<file path="src/rtl/sh_sync_pkg.sv">
// Shared state encodings and SH_SYNC timing constants for the SH_SYNC mode scheduler.
// Also holds the small helpers used when sizing and counting in the scheduler.
package sh_sync_pkg;

  localparam logic [2:0] ST_OFF       = 3'd0;
  localparam logic [2:0] ST_RX_LISTEN = 3'd1;
  localparam logic [2:0] ST_RX_SYNC   = 3'd2;
  localparam logic [2:0] ST_TX_SETUP  = 3'd3;
  localparam logic [2:0] ST_TX_ACTIVE = 3'd4;
  localparam logic [2:0] ST_TX_GUARD  = 3'd5;
  localparam logic [2:0] ST_ERROR     = 3'd6;

  // SH_SYNC's own edge timeout and TX pulse interval, in clk cycles.
  localparam int SH_TIMEOUT_CYC     = 20000;
  localparam int SH_TX_INTERVAL_CYC = 10000;

  // Listen for ten SH_SYNC timeouts; the pulse watchdog sits half a TX interval past SH_SYNC's timeout.
  localparam int LISTEN_TO_DFLT  = 10 * SH_TIMEOUT_CYC;
  localparam int PULSE_WDOG_DFLT = SH_TIMEOUT_CYC + SH_TX_INTERVAL_CYC / 2;

  function automatic int max3(input int a, input int b, input int c);
    int m;
    m = (a > b) ? a : b;
    return (m > c) ? m : c;
  endfunction

  function automatic logic [6:0] sat_inc7(input logic [6:0] v);
    return (v == 7'h7f) ? v : v + 7'd1;
  endfunction

endpackage

</file>
<file path="src/rtl/sh_sched_timer.sv">
// Loadable down-counter for the scheduler. It holds at zero.
// Expired is the cycle the count reads zero.
module sh_sched_timer #(
  parameter int W = 18
) (
  input  logic         clk,
  input  logic         rst,
  input  logic         i_load,
  input  logic [W-1:0] i_load_val,
  input  logic         i_dec,
  output logic         o_expired
);

  logic [W-1:0] r_cnt;

  always_ff @(posedge clk) begin
    if (rst) begin
      r_cnt <= '0;
    end else if (i_load) begin
      r_cnt <= i_load_val;
    end else if (i_dec && (r_cnt != '0)) begin
      r_cnt <= r_cnt - 1'b1;
    end
  end

  assign o_expired = (r_cnt == '0);

endmodule

</file>
<file path="src/rtl/sh_sync_sched.sv">
// Mode scheduler for SH_SYNC: alternates RX listen/sync windows with TX bursts,
// supervises sh_en/fsm_rst with watchdogs and tracks consecutive sync failures.
//
//  state        | meaning
//  -------------+-------------------------------------------------------------
//  OFF          | idle, waiting for enable
//  RX_LISTEN    | receive mode, waiting for fsm_rst or the listen timeout
//  RX_SYNC      | counting sh_en pulses of a sync run under the pulse watchdog
//  TX_SETUP     | RX dropped, tx_rdy still low while SH_SYNC settles
//  TX_ACTIVE    | tx_rdy high, counting burst pulses under the pulse watchdog
//  TX_GUARD     | back in receive mode, quiet period before listening
//  ERROR        | too many consecutive sync failures; waits for clr_err
module sh_sync_sched
  import sh_sync_pkg::*;
#(
  parameter int LISTEN_TO   = LISTEN_TO_DFLT,
  parameter int SYNC_PULSES = 65,
  parameter int TX_PULSES   = 8,
  parameter int PULSE_WDOG  = PULSE_WDOG_DFLT,
  parameter int SETUP_CYC   = 4,
  parameter int GUARD_CYC   = 100,
  parameter int MAX_RETRY   = 3
) (
  input  logic       clk,
  input  logic       rst,
  input  logic       enable,
  input  logic       tx_req,
  input  logic       clr_err,
  input  logic       sh_en,
  input  logic       fsm_rst,
  output logic       RX,
  output logic       tx_rdy,
  output logic       rx_done,
  output logic       tx_done,
  output logic       sync_err,
  output logic       err,
  output logic [1:0] retry_cnt,
  output logic [2:0] state_o
);

  localparam int TMAX = max3(LISTEN_TO, PULSE_WDOG, GUARD_CYC);
  localparam int TW   = $clog2(TMAX + 1);

  // An N-cycle window loads N-1 so that the Nth cycle in the window reads zero.
  localparam logic [TW-1:0] LD_LISTEN = TW'(LISTEN_TO - 1);
  localparam logic [TW-1:0] LD_WDOG   = TW'(PULSE_WDOG - 1);
  localparam logic [TW-1:0] LD_SETUP  = TW'(SETUP_CYC - 1);
  localparam logic [TW-1:0] LD_GUARD  = TW'(GUARD_CYC - 1);

  localparam logic [6:0] SYNC_TGT  = 7'(SYNC_PULSES);
  localparam logic [6:0] TX_TGT    = 7'(TX_PULSES);
  localparam logic [1:0] RETRY_MAX = 2'(MAX_RETRY);

  logic [2:0]    r_state;
  logic          r_rx;
  logic          r_tx_rdy;
  logic          r_rx_done;
  logic          r_tx_done;
  logic          r_sync_err;
  logic          r_err;
  logic [1:0]    r_retry;
  logic [6:0]    r_pcnt;

  logic [2:0]    w_next;
  logic          w_restart;
  logic          w_entry;
  logic          w_load;
  logic [TW-1:0] w_load_val;
  logic          w_dec;
  logic          w_expired;
  logic          w_counting;
  logic [6:0]    w_pcnt_inc;
  logic          w_sync_hit;
  logic          w_tx_hit;
  logic [1:0]    w_retry_inc;
  logic [1:0]    w_retry_next;
  logic          w_rx_done;
  logic          w_tx_done;
  logic          w_sync_err;

  assign w_pcnt_inc  = sat_inc7(r_pcnt);
  assign w_counting  = (r_state == ST_RX_SYNC) || (r_state == ST_TX_ACTIVE);
  assign w_sync_hit  = sh_en && (w_pcnt_inc == SYNC_TGT);
  assign w_tx_hit    = sh_en && (w_pcnt_inc == TX_TGT);
  assign w_retry_inc = (r_retry == RETRY_MAX) ? r_retry : r_retry + 2'd1;

  always_comb begin
    w_next       = r_state;
    w_restart    = 1'b0;
    w_rx_done    = 1'b0;
    w_tx_done    = 1'b0;
    w_sync_err   = 1'b0;
    w_retry_next = r_retry;

    if (!enable && (r_state != ST_ERROR)) begin
      w_next = ST_OFF;
    end else begin
      case (r_state)
        ST_OFF: begin
          w_next = ST_RX_LISTEN;
        end
        ST_RX_LISTEN: begin
          if (fsm_rst) begin
            w_next = ST_RX_SYNC;
          end else if (w_expired) begin
            if (tx_req) w_next = ST_TX_SETUP;
            else        w_restart = 1'b1;
          end
        end
        ST_RX_SYNC: begin
          // A pulse landing on the expiry cycle still completes the run.
          if (w_sync_hit) begin
            w_rx_done    = 1'b1;
            w_retry_next = 2'd0;
            w_next       = tx_req ? ST_TX_SETUP : ST_RX_LISTEN;
          end else if (w_expired) begin
            w_sync_err   = 1'b1;
            w_retry_next = w_retry_inc;
            w_next       = (w_retry_inc == RETRY_MAX) ? ST_ERROR : ST_RX_LISTEN;
          end else if (sh_en) begin
            w_restart = 1'b1;
          end
        end
        ST_TX_SETUP: begin
          if (w_expired) w_next = ST_TX_ACTIVE;
        end
        ST_TX_ACTIVE: begin
          if (w_tx_hit) begin
            w_tx_done = 1'b1;
            w_next    = ST_TX_GUARD;
          end else if (w_expired) begin
            w_sync_err = 1'b1;
            w_next     = ST_TX_GUARD;
          end else if (sh_en) begin
            w_restart = 1'b1;
          end
        end
        ST_TX_GUARD: begin
          if (w_expired) w_next = ST_RX_LISTEN;
        end
        ST_ERROR: begin
          if (clr_err) begin
            w_next       = ST_OFF;
            w_retry_next = 2'd0;
          end
        end
        default: begin
          w_next = ST_OFF;
        end
      endcase
    end
  end

  assign w_entry = (w_next != r_state);
  assign w_load  = w_entry || w_restart;
  assign w_dec   = (r_state != ST_OFF) && (r_state != ST_ERROR);

  always_comb begin
    w_load_val = '0;
    case (w_next)
      ST_RX_LISTEN: w_load_val = LD_LISTEN;
      ST_RX_SYNC:   w_load_val = LD_WDOG;
      ST_TX_SETUP:  w_load_val = LD_SETUP;
      ST_TX_ACTIVE: w_load_val = LD_WDOG;
      ST_TX_GUARD:  w_load_val = LD_GUARD;
      default:      w_load_val = '0;
    endcase
  end

  sh_sched_timer #(
    .W (TW)
  ) u_timer (
    .clk        (clk),
    .rst        (rst),
    .i_load     (w_load),
    .i_load_val (w_load_val),
    .i_dec      (w_dec),
    .o_expired  (w_expired)
  );

  // Outputs are decoded from the next state so they change on the same edge as state_o.
  always_ff @(posedge clk) begin
    if (rst) begin
      r_state    <= ST_OFF;
      r_rx       <= 1'b1;
      r_tx_rdy   <= 1'b0;
      r_rx_done  <= 1'b0;
      r_tx_done  <= 1'b0;
      r_sync_err <= 1'b0;
      r_err      <= 1'b0;
      r_retry    <= 2'd0;
      r_pcnt     <= 7'd0;
    end else begin
      r_state    <= w_next;
      r_rx       <= !((w_next == ST_TX_SETUP) || (w_next == ST_TX_ACTIVE));
      r_tx_rdy   <= (w_next == ST_TX_ACTIVE);
      r_rx_done  <= w_rx_done;
      r_tx_done  <= w_tx_done;
      r_sync_err <= w_sync_err;
      r_err      <= (w_next == ST_ERROR);
      r_retry    <= w_retry_next;
      if (w_entry) begin
        r_pcnt <= 7'd0;
      end else if (sh_en && w_counting) begin
        r_pcnt <= w_pcnt_inc;
      end
    end
  end

  assign RX        = r_rx;
  assign tx_rdy    = r_tx_rdy;
  assign rx_done   = r_rx_done;
  assign tx_done   = r_tx_done;
  assign sync_err  = r_sync_err;
  assign err       = r_err;
  assign retry_cnt = r_retry;
  assign state_o   = r_state;

endmodule
</file>
<file path="config.mk">
export PLATFORM = sky130hd
export DESIGN_NAME = sh_sync_sched
export DESIGN_NICKNAME = d
export VERILOG_FILES = /design/src/rtl/sh_sync_pkg.sv /design/src/rtl/sh_sched_timer.sv /design/src/rtl/sh_sync_sched.sv
export SDC_FILE = /design/constraint.sdc
export NUM_CORES = 1
export LEC_CHECK = 0
export ABC_AREA = 1
export BUFFER_PORTS_ARGS = -buffer_cell sky130_fd_sc_hd__buf_2
export CAP_MARGIN = 20
export CORE_MARGIN = 2
export CORE_UTILIZATION = 65
export DETAILED_ROUTE_END_ITERATION = 6
export PLACE_DENSITY = 0.85
export SLEW_MARGIN = 20
export SYNTH_ARGS = -nofsm -noshare
export SYNTH_HDL_FRONTEND = slang
export SYNTH_SLANG_ARGS = --single-unit
</file>
<file path="constraint.sdc">
create_clock -name clk -period 6.4 [get_ports clk]
set_clock_uncertainty 0.15 [all_clocks]
set_input_delay 0 -clock clk [delete_from_list [all_inputs] [get_ports clk]]
set_output_delay 0 -clock clk [all_outputs]
set_load 0.02 [all_outputs]
</file>
### Word level (Yosys, flattened, before mapping)

Cells that the tools add are included.

| word-level totals | value |
|---|---|
| word-level logic and storage cells | 98 |
| output and inout bits | 11 |
| register bits | 36 |
| input bits | 7 |

| cells by class | value |
|---|---|
| multiplexer cells | 38 |
| reductions and logical operators | 23 |
| add/subtract/negate cells | 3 |
| bitwise gates (word level) | 3 |
| eq/ne operators | 21 |

Operator list:

| kind | number |
|---|---|
| $pmux W18 S4 | 1 |
| $mux W18 | 2 |
| $mux W3 | 12 |
| $pmux W3 S7 | 1 |
| $eq A3 B3 Y1 const B | 6 |
| $logic_not A18 Y1 | 1 |
| $reduce_bool A18 Y1 | 1 |
| $sub A18 B1 Y18 const B | 1 |
| $eq A7 B7 Y1 const B | 2 |
| $mux W1 | 13 |
| $eq A3 B2 Y1 const B | 4 |
| $mux W2 | 5 |
| $add A7 B1 Y7 const B | 1 |
| $eq A7 B4 Y1 const B | 1 |
| $mux W7 | 1 |
| $eq A3 B1 Y1 const B | 2 |
| $logic_and A1 B1 Y1 | 6 |
| $reduce_or A2 Y1 | 3 |
| $reduce_or A3 Y1 | 2 |
| $eq A2 B2 Y1 const B | 2 |
| $pmux W2 S2 | 1 |
| $reduce_and A4 Y1 | 1 |
| $reduce_bool A2 Y1 | 2 |
| $logic_not A3 Y1 | 1 |
| other kinds (11) | 16 |

### Logic depth before layout (Yosys ltp)

Gate-level depths: netlist of run 1.

| depth | value |
|---|---|
| depth in word-level cells | 12 |
| mapped depth | 22 |
| gate-level depth less buffers | 21 |

### Cells and area by module

From an unflattened synthesis of run 1, not the netlist that was laid out.

| second synthesis, totals | value |
|---|---|
| cells, all modules | 425 |
| area, all modules | 2616.3 sq um |

Modules (own cells, without submodules):

| module | cells an instance | times used | area an instance (sq um) | sequential area each (sq um) |
|---|---|---|---|---|
| sh_sched_timer | 219 | 1 | 1317.5 | 360.3 |
| sh_sync_sched | 206 | 1 | 1298.7 | 360.3 |

### Least setup slack after synthesis of run 1

OpenSTA, ideal clock, no wires.

| path | value |
|---|---|
| path kind | flip-flop to flip-flop |
| from | reg r_pcnt[0] |
| to | reg u_timer.r_cnt[14] |
| buffers on the path | 1 |
| arrival | 2.225 ns |
| required time | 6.122 ns |
| clock period less this slack | 2.502 ns |
| slack | 3.898 ns |
| cell stages (with the launch flop) | 20 |
| library setup time | 0.128 ns |
| path through | dfxtp_1 -> ha_1 -> nand3_2 -> inv_2 -> nand2_4 -> nand3_2 -> inv_2 -> nor3_2 -> nand3_1 -> nand3_2 -> nand2_2 -> nand2_1 -> nand2_1 -> nor2_2 -> buf_6 -> nand3_4 -> nand2_2 -> nand2_1 -> nor2_1 -> nor2_1 |

| on the way | value |
|---|---|
| longest elaborated chain between the ends | 11 |
| elaborated cells on any way between the ends | 26 |
| those cells by class | add/sub (1); eq/ne (9); mux (11); reduce/logical (5) |

Ends and longest elaborated chain:

| element | line | source |
|---|---|---|
| from (decl) | sh_sync_sched.sv:62 | `logic [6:0] r_pcnt;` |
| from (signal assigned) | sh_sync_sched.sv:205 | `r_pcnt <= w_pcnt_inc;` |
| $add A7 B1 Y7 or $eq A7 B7 Y1 (tied branches) | sh_sync_pkg.sv:28 | `return (v == 7'h7f) ? v : v + 7'd1;` |
| $mux W7 (*) | sh_sync_pkg.sv:28 |  |
| $eq A7 B4 Y1 or $eq A7 B7 Y1 (tied branches) | sh_sync_sched.sv:84, sh_sync_sched.sv:83 |  |
| $logic_and A1 B1 Y1, on equally long branches | sh_sync_sched.sv:84, sh_sync_sched.sv:83 |  |
| $mux W3, on equally long branches | sh_sync_sched.sv:128, sh_sync_sched.sv:112 |  |
| $pmux W3 S7 | sh_sync_sched.sv:98 | `case (r_state)` |
| $mux W3 | sh_sync_sched.sv:95 | `if (!enable && (r_state != ST_ERROR)) begin` |
| $eq A3 B3 Y1 or $eq A3 B2 Y1 (tied branches) | sh_sync_sched.sv:160 | `case (w_next)` |
| $reduce_or A2 Y1 (no line) | -- |  |
| $pmux W18 S4 | sh_sync_sched.sv:160 |  |
| $mux W18 | sh_sched_timer.sv:19 | `end else if (i_load) begin` |
| to (signal assigned) | sh_sched_timer.sv:20 | `r_cnt <= i_load_val;` |
| to (signal assigned) | sh_sched_timer.sv:22 | `r_cnt <= r_cnt - 1'b1;` |
| to (decl) | sh_sched_timer.sv:14 | `logic [W-1:0] r_cnt;` |

Every way passes the cells marked *; elsewhere a longest branch is shown, timed or not.
A chain may end at the register's enable or synchronous reset.

### Worst setup path after layout of run 1

| path | value |
|---|---|
| from | reg r_pcnt[0] |
| to | reg u_timer.r_cnt[8] |

The elaborated chain is that of the path after synthesis.

==> results of run 1 <==
## state kept, by name (all words and copies together), names as in the netlist
signal / count
r_pcnt: 7
retry_cnt: 2
state_o: 3
err: 1
u_timer.r_cnt: 18
rx_done: 1
tx_done: 1
sync_err: 1
tx_rdy: 1
RX: 1
## worst max-delay path, stage by stage, from the launching register on
cell and delay, ns:
dfxtp_1 0.42, ha_1 0.27, nand3_2 0.11, inv_2 0.11, nand3_1 0.10, nand2_1 0.14
nand2_1 0.08, nor3_2 0.14, nand3_1 0.15, nand3_2 0.16, nand2_2 0.09, nand2_1 0.08
nand2_1 0.06, nor2_2 0.42, nand4_1 0.75, o21ai_0 0.52, nor2_2 0.07
## metrics by stage
step	utilization [%]	setup WS [ns]	hold slack, ns	instance area (sq um)
2_1_floorplan	-	3.90	0.0840	2540
3_3_place_gp	70.7	2.66	0.167	2630
3_5_place_dp	70.7	2.55	0.173	2630
4_1_cts	73.5	2.54	0.0323	2730
5_1_grt	73.5	2.09	0.0732	2730
6_report	73.5	2.47	0.0279	2730
## how the worst max path moves through the flow
stage,from,to,cells past startpoint
3_5_place_dp,r_pcnt[0],u_timer.r_cnt[8],16
6_report,r_pcnt[0],u_timer.r_cnt[8],16
2_1_floorplan,r_pcnt[0],u_timer.r_cnt[14],19
4_1_cts,r_pcnt[0],u_timer.r_cnt[8],16
3_3_place_gp,r_pcnt[0],u_timer.r_cnt[2],16
5_1_grt,r_pcnt[0],u_timer.r_cnt[8],16
## area by class of cell
class | count | area (sq um) | area share (%)
timing repair buffer | 18 | 95.1 | 3.48
multi-input combinational | 318 | 1570 | 57.5
clock buffer | 7 | 96.3 | 3.53
tap | 48 | 60.1 | 2.20
inverter | 50 | 190 | 6.96
sequential | 36 | 721 | 26.4
## kinds of logic (layout without fill, tap and decap cells)
| logic type | Yosys count | in the layout |
|---|---|---|
| AOI/OAI and AO/OA | 43 | 43 |
| xor gates and xnor gates | 10 | 10 |
| adders and majority gates | 3 | 3 |
| buffers and inverters | 59 | 75 |
| DFF | 36 | 36 |
| and+or+nand+nor | 262 | 262 |
## layer usage
metal / routed length [microns] / vias up
li1: - / 1367
met2: 3060 / 91
met3: 302 / 15
met4: 120 / 0
met1: 2770 / 1233
met5: 0 / -
## cell usage after synthesis
master / count
nor3_1: 5
xor2_1: 5
buf_6: 3
a31oi_1: 1
buf_1: 1
o211ai_1: 1
nor2_1: 76
a21oi_1: 16
dfxtp_1: 36
nand3_1: 37
nor4_1: 3
inv_2: 6
nand2_1: 91
a21oi_2: 1
o21ai_0: 19
nand3_4: 2
nand2_4: 1
nand3_2: 4
inv_1: 43
o21ai_1: 4
xnor2_1: 5
a211oi_1: 1
nor3_2: 1
nand2_2: 8
or2_1: 1
or2_2: 1
nor2_4: 1
and3_1: 1
clkbuf_1: 1
buf_4: 1
inv_4: 1
buf_2: 3
nor2_2: 10
nand4_1: 20
ha_1: 3
## power breakdown
| part | internal (mW) | leakage (nW) | total [mW] | switching [mW] |
|---|---|---|---|---|
| sequential | 0.242 | 0.293 | 0.263 | 0.0210 |
| combinational | 0.0748 | 0.978 | 0.219 | 0.144 |
| clock | 0.0960 | 0.0503 | 0.179 | 0.0834 |
==> flow_summary.yaml, run 1 <==
hold_path:
  whs_path_depth: 5
  hold_end: "rx_done"
  min_from: "sh_en"
  hp-class: "primary input to flop"
drt:
  drtAntennaViolNets: 0
  drtIter0Drc: 141
  drt-pass1-iter-count: 5
  num_vias: 2706
  viasPerCell: 5.67
  wl_per_cell_microns: 13.1
  routed_wl_mm: 6.25
  route.detailed.drc: 0
sta:
  tns_ns: 0
  relSlewSlack_pct: 47.6
  finalHoldViolations: 0
  rsz0062_at_grt: "false"
  timing.fmax_mhz: 254
  min_period_ns: 3.93
  slew_violations: 0
  setup-violations-final: 0
  worst_pin_slew_ns: 0.783
  min_period_over_period_pct: 61.4
synthesis:
  synth-compound-area-share_pct: 8.85
  synth-simple-area-share_pct: 47.9
  ys_seq_elements: 36
  synth_nets: 423
  synth_top_family_by_area: "simple AND/OR/NAND/NOR gates"
  syn_avg_cell_area_sq_um: 6.16
  synthCells: 413
  ys_types: 35
  synth_top_area_share_pct: 28.3
  yosysWarningCount: 0
  ys_seq_area_share_pct: 28.3
  syn-cell-area_sq_um: 2540
  yosys.area_share.adder_pct: 1.47
  netlist_top_cells_area: "dfxtp_1 (28%), nand2_1 (13%), nor2_1 (11%), nand3_1 (7.3%), inv_1 (6.3%)"
  synth_xor_area_share_pct: 3.44
  synth_largest_area_cell: "dfxtp_1"
  synthMuxAreaShare_pct: 0
power_and_ir_drop:
  p_leak_nw: 1.32
  powerDensity_nw_per_um2: 242
  ir_drop_v: 0.000173
  power_uw: 660
floorplanning:
  fp.coreArea_sq_um: 3720
  die_height_microns: 66.6
  io_pins: 18
  die_area_sq_um: 4430
  rows: 22
  initial_core_util_pct: 68.5
  die_x_microns: 66.6
grt:
  grt_pass1_vias: 2470
  grt_pass1_wl_mm: 10.8
  grtUsageMet3_pct: 4.39
  use_met1_pct: 38.2
  track_usage_pct: 31.1
  antenna_found_initial: 0
  grt_max_degree: 21
  met2_usage_pct: 55.0
  grt_overflow_total: 0
  grt_most_used_layer: "met2"
cts:
  clock_latency_ns: 0.29
  clockBufferDepth: 2
  post_cts_buffers: 0
  cts_sinks: 36
  ctsResizeCount: 0
  cts_hold_buf: 1
  path_clk_slew_ns: 0.08
  cts_tree: "built"
  cts_root_buf: "clkbuf_8"
  cts_htree_levels: 2
  cts_buffers: 5
layout:
  nets: 439
  instances_no_fill: 477
  final_common_cell: "nand2_1"
  mostFrequentLayoutCells: "nand2_1 (91), nor2_1 (76), inv_1 (43)"
  nFillCells: 341
  antenna_cells: 0
  synthToLayoutAreaGrowth_pct: 7.37
  final_layout_size_suffix_gt1_share_pct: 14.0
setup_path:
  crit_fanout: 20
  reg2reg_depth: 16
  start_kind: "flop"
  critical_path_required_ns: 6.42
  critical_path_class: "flop to flop"
  reg2reg_to: "u_timer.r_cnt[8]"
  critPathCaptureType: "flop"
  r2r-start: "r_pcnt[0]"
  r2r_slack_ns: 2.47
  arrival_ns: 3.95
placed_design:
  gp_congestion: 0.926
  dp_hpwl_mm: 4.72
  portBuffers: 17
  dp_cells: 469
outcome:
  outcome: "complete, no violations"
job:
  cap_violations: 0
Power figures use the tool's default switching activity.
==> run 2: changes to the inputs <==
--- a/config.mk
+++ b/config.mk
@@ -9,9 +9,9 @@
 export BUFFER_PORTS_ARGS = -buffer_cell sky130_fd_sc_hd__buf_2
 export CAP_MARGIN = 20
 export CORE_MARGIN = 2
-export CORE_UTILIZATION = 65
+export CORE_UTILIZATION = 55
 export DETAILED_ROUTE_END_ITERATION = 6
-export PLACE_DENSITY = 0.85
+export PLACE_DENSITY = 0.77
 export SLEW_MARGIN = 20
 export SYNTH_ARGS = -nofsm -noshare
 export SYNTH_HDL_FRONTEND = slang
==> constraint.sdc (replaced) <==
create_clock -name clk -period 3.35 [get_ports clk]
set_clock_uncertainty 0.15 [all_clocks]
set_input_delay 0 -clock clk [delete_from_list [all_inputs] [get_ports clk]]
set_output_delay 0 -clock clk [all_outputs]
set_load 0.02 [all_outputs]
==> flow_summary.yaml, run 2 (synthesized netlist as in run 1, its figures left out) <==
outcome:
  outcome: "complete, no violations"
drt:
  wl_per_cell_microns: 12.6
  viasPerCell: 5.57
  drt-pass1-iter-count: 5
  drtIter0Drc: 280
  num_vias: 2694
  route.detailed.drc: 0
  routed_wl_mm: 6.12
  drtAntennaViolNets: 0
setup_path:
  critPathCaptureType: "flop"
  critPathBufInv: 2
  crit_fanout: 10
  start_kind: "flop"
  startpoint: "r_pcnt[0]"
  arrival_ns: 3.06
  r2r-start: "r_pcnt[0]"
  critical_path_class: "flop to flop"
  crit_family: "simple AND/OR/NAND/NOR gates"
  crit_chain: "ha_1, nand3_2, inv_2, nand3_1, nand2_1, nand2_1, nor3_2, nand3_1, nand3_2, nand2_2, nand2_1, nand2_1, nor2_2, buf_4, nand3_4, nand2_2, nand2_1, nor2_1, nor2_1"
  cpPeakStageDelay_ns: 0.42
  crit_top_cell: "nand2_1"
  cp_slowest_cell: "dfxtp_1"
  critical_path_required_ns: 3.38
layout:
  instances_no_fill: 484
  synthToLayoutAreaGrowth_pct: 8.21
  nFillCells: 431
  regMostFlops: "u_timer.r_cnt"
  antenna_cells: 0
  final_common_cell: "nand2_1"
  mostFrequentLayoutCells: "nand2_1 (91), nor2_1 (75), inv_1 (43)"
  nets: 444
  final_layout_size_suffix_gt1_share_pct: 15.0
  largest_register_ffs: 18
sta:
  fin_ws_ns: 0.318
  slew_violations: 0
  min_period_over_period_pct: 90.5
  min_period_ns: 3.03
  finalHoldViolations: 0
  rsz0062_at_grt: "false"
  timing.fmax_mhz: 330
  relSlewSlack_pct: 68.2
  tns_ns: 0
  worst_pin_slew_ns: 0.474
  hold_slack_ns: 0.0399
  setup-violations-final: 0
floorplanning:
  fp.coreArea_sq_um: 4410
  die_height_microns: 72.0
  die_area_sq_um: 5190
  rows: 24
  initial_core_util_pct: 57.7
  die_x_microns: 72.0
  io_pins: 18
cts:
  cts_htree_levels: 2
  cts_sinks: 36
  cts_root_buf: "clkbuf_8"
  cts_tree: "built"
  clock_latency_ns: 0.28
  clockBufferDepth: 2
  cts_buffers: 5
  path_clk_slew_ns: 0.07
placed_design:
  dp_hpwl_mm: 4.69
  portBuffers: 17
  dp_cells: 476
  gp_congestion: 0.913
  place_ws_ns: 0.324
power_and_ir_drop:
  ir_drop_v: 0.000306
  p_leak_nw: 1.33
  pwr-share-clk_pct: 23.5
  p_seq_share_pct: 41.3
  switching_power_uw: 467
  powerDensity_nw_per_um2: 442
  switching_share_pct: 38.3
  p_comb_share_pct: 35.3
  power_mw: 1.22
  intPower_uw: 751
grt:
  grt_max_degree: 16
  grt_pass1_vias: 2415
  antenna_found_initial: 0
  grt_overflow_total: 0
  grt_pass1_wl_mm: 10.6
  track_usage_pct: 25.1
hold_path:
  min_from: "sh_en"
  hp-class: "primary input to flop"
job:
  cap_violations: 0
-- run 2: changes by cell type in the layout (fill, tap and decap cells not counted), sizes merged --
cell | previous run | this run
clkbuf | 7 | 5
buf | 17 | 22
-- run 2: path summary, 6_finish.rpt --
path	slack, ns	endpoint	cells after the start
max	0.32	u_timer.r_cnt[3]	19
min reg2reg	0.36	r_pcnt[1]	2
min	0.04	rx_done	5
max reg2reg	0.32	u_timer.r_cnt[3]	19
-- run 2: per-layer routing --
| layer | up-vias | track usage [%] | share of wire (%) |
|---|---|---|---|
| li1 | 1374 | - | - |
| met3 | 19 | 4.44 | 5.9 |
| met5 | - | 0 | 0 |
| met4 | 0 | 9.85 | 2.6 |
| met2 | 95 | 40.8 | 45 |
| met1 | 1206 | 33.2 | 46 |
-- run 2: stage by stage --
| stage | cell area [sq um] | util [%] |
|---|---|---|
| after floorplan | 2540 | - |
| after global routing | 2750 | 62.4 |
| after global placement | 2650 | 60.1 |
| final | 2750 | 62.4 |
| after detailed placement | 2650 | 60.1 |
| after CTS | 2730 | 61.9 |
-- run 2: cell type report --
class	count	area (sq um)	area share, %
clock buffer	5	68.8	2.50
inverter	50	190	6.91
multi-input combinational	318	1580	57.2
sequential	36	721	26.2
tap	52	65.1	2.36
timing repair buffer	23	133	4.82
-- run 2: worst register-to-register path, delay by kind of cell (launching register included) --
family | cells | cell delay [ns]
fa+ha+maj | 1 | 0.28
buf+inv | 2 | 0.32
flops | 1 | 0.42
simple gates | 16 | 1.76
-- run 2: what timing repair did --
action / CTS / global route
hold endpoints to repair: 10 / 0
gates resized for setup: 0 / 2
hold buffers: 1 / 0
setup endpoints to repair: 0 / 8
buffers inserted: 0 / 2
-- run 2: power by group through the flow --
stage / clock, mW / sequential [mW] / combinational, mW
2_1_floorplan: 0 / 0.498 / 0.345
3_5_place_dp: 0 / 0.510 / 0.410
5_1_grt: 0.301 / 0.506 / 0.491
6_report: 0.286 / 0.502 / 0.429
3_3_place_gp: 0 / 0.510 / 0.408
4_1_cts: 0.289 / 0.501 / 0.414
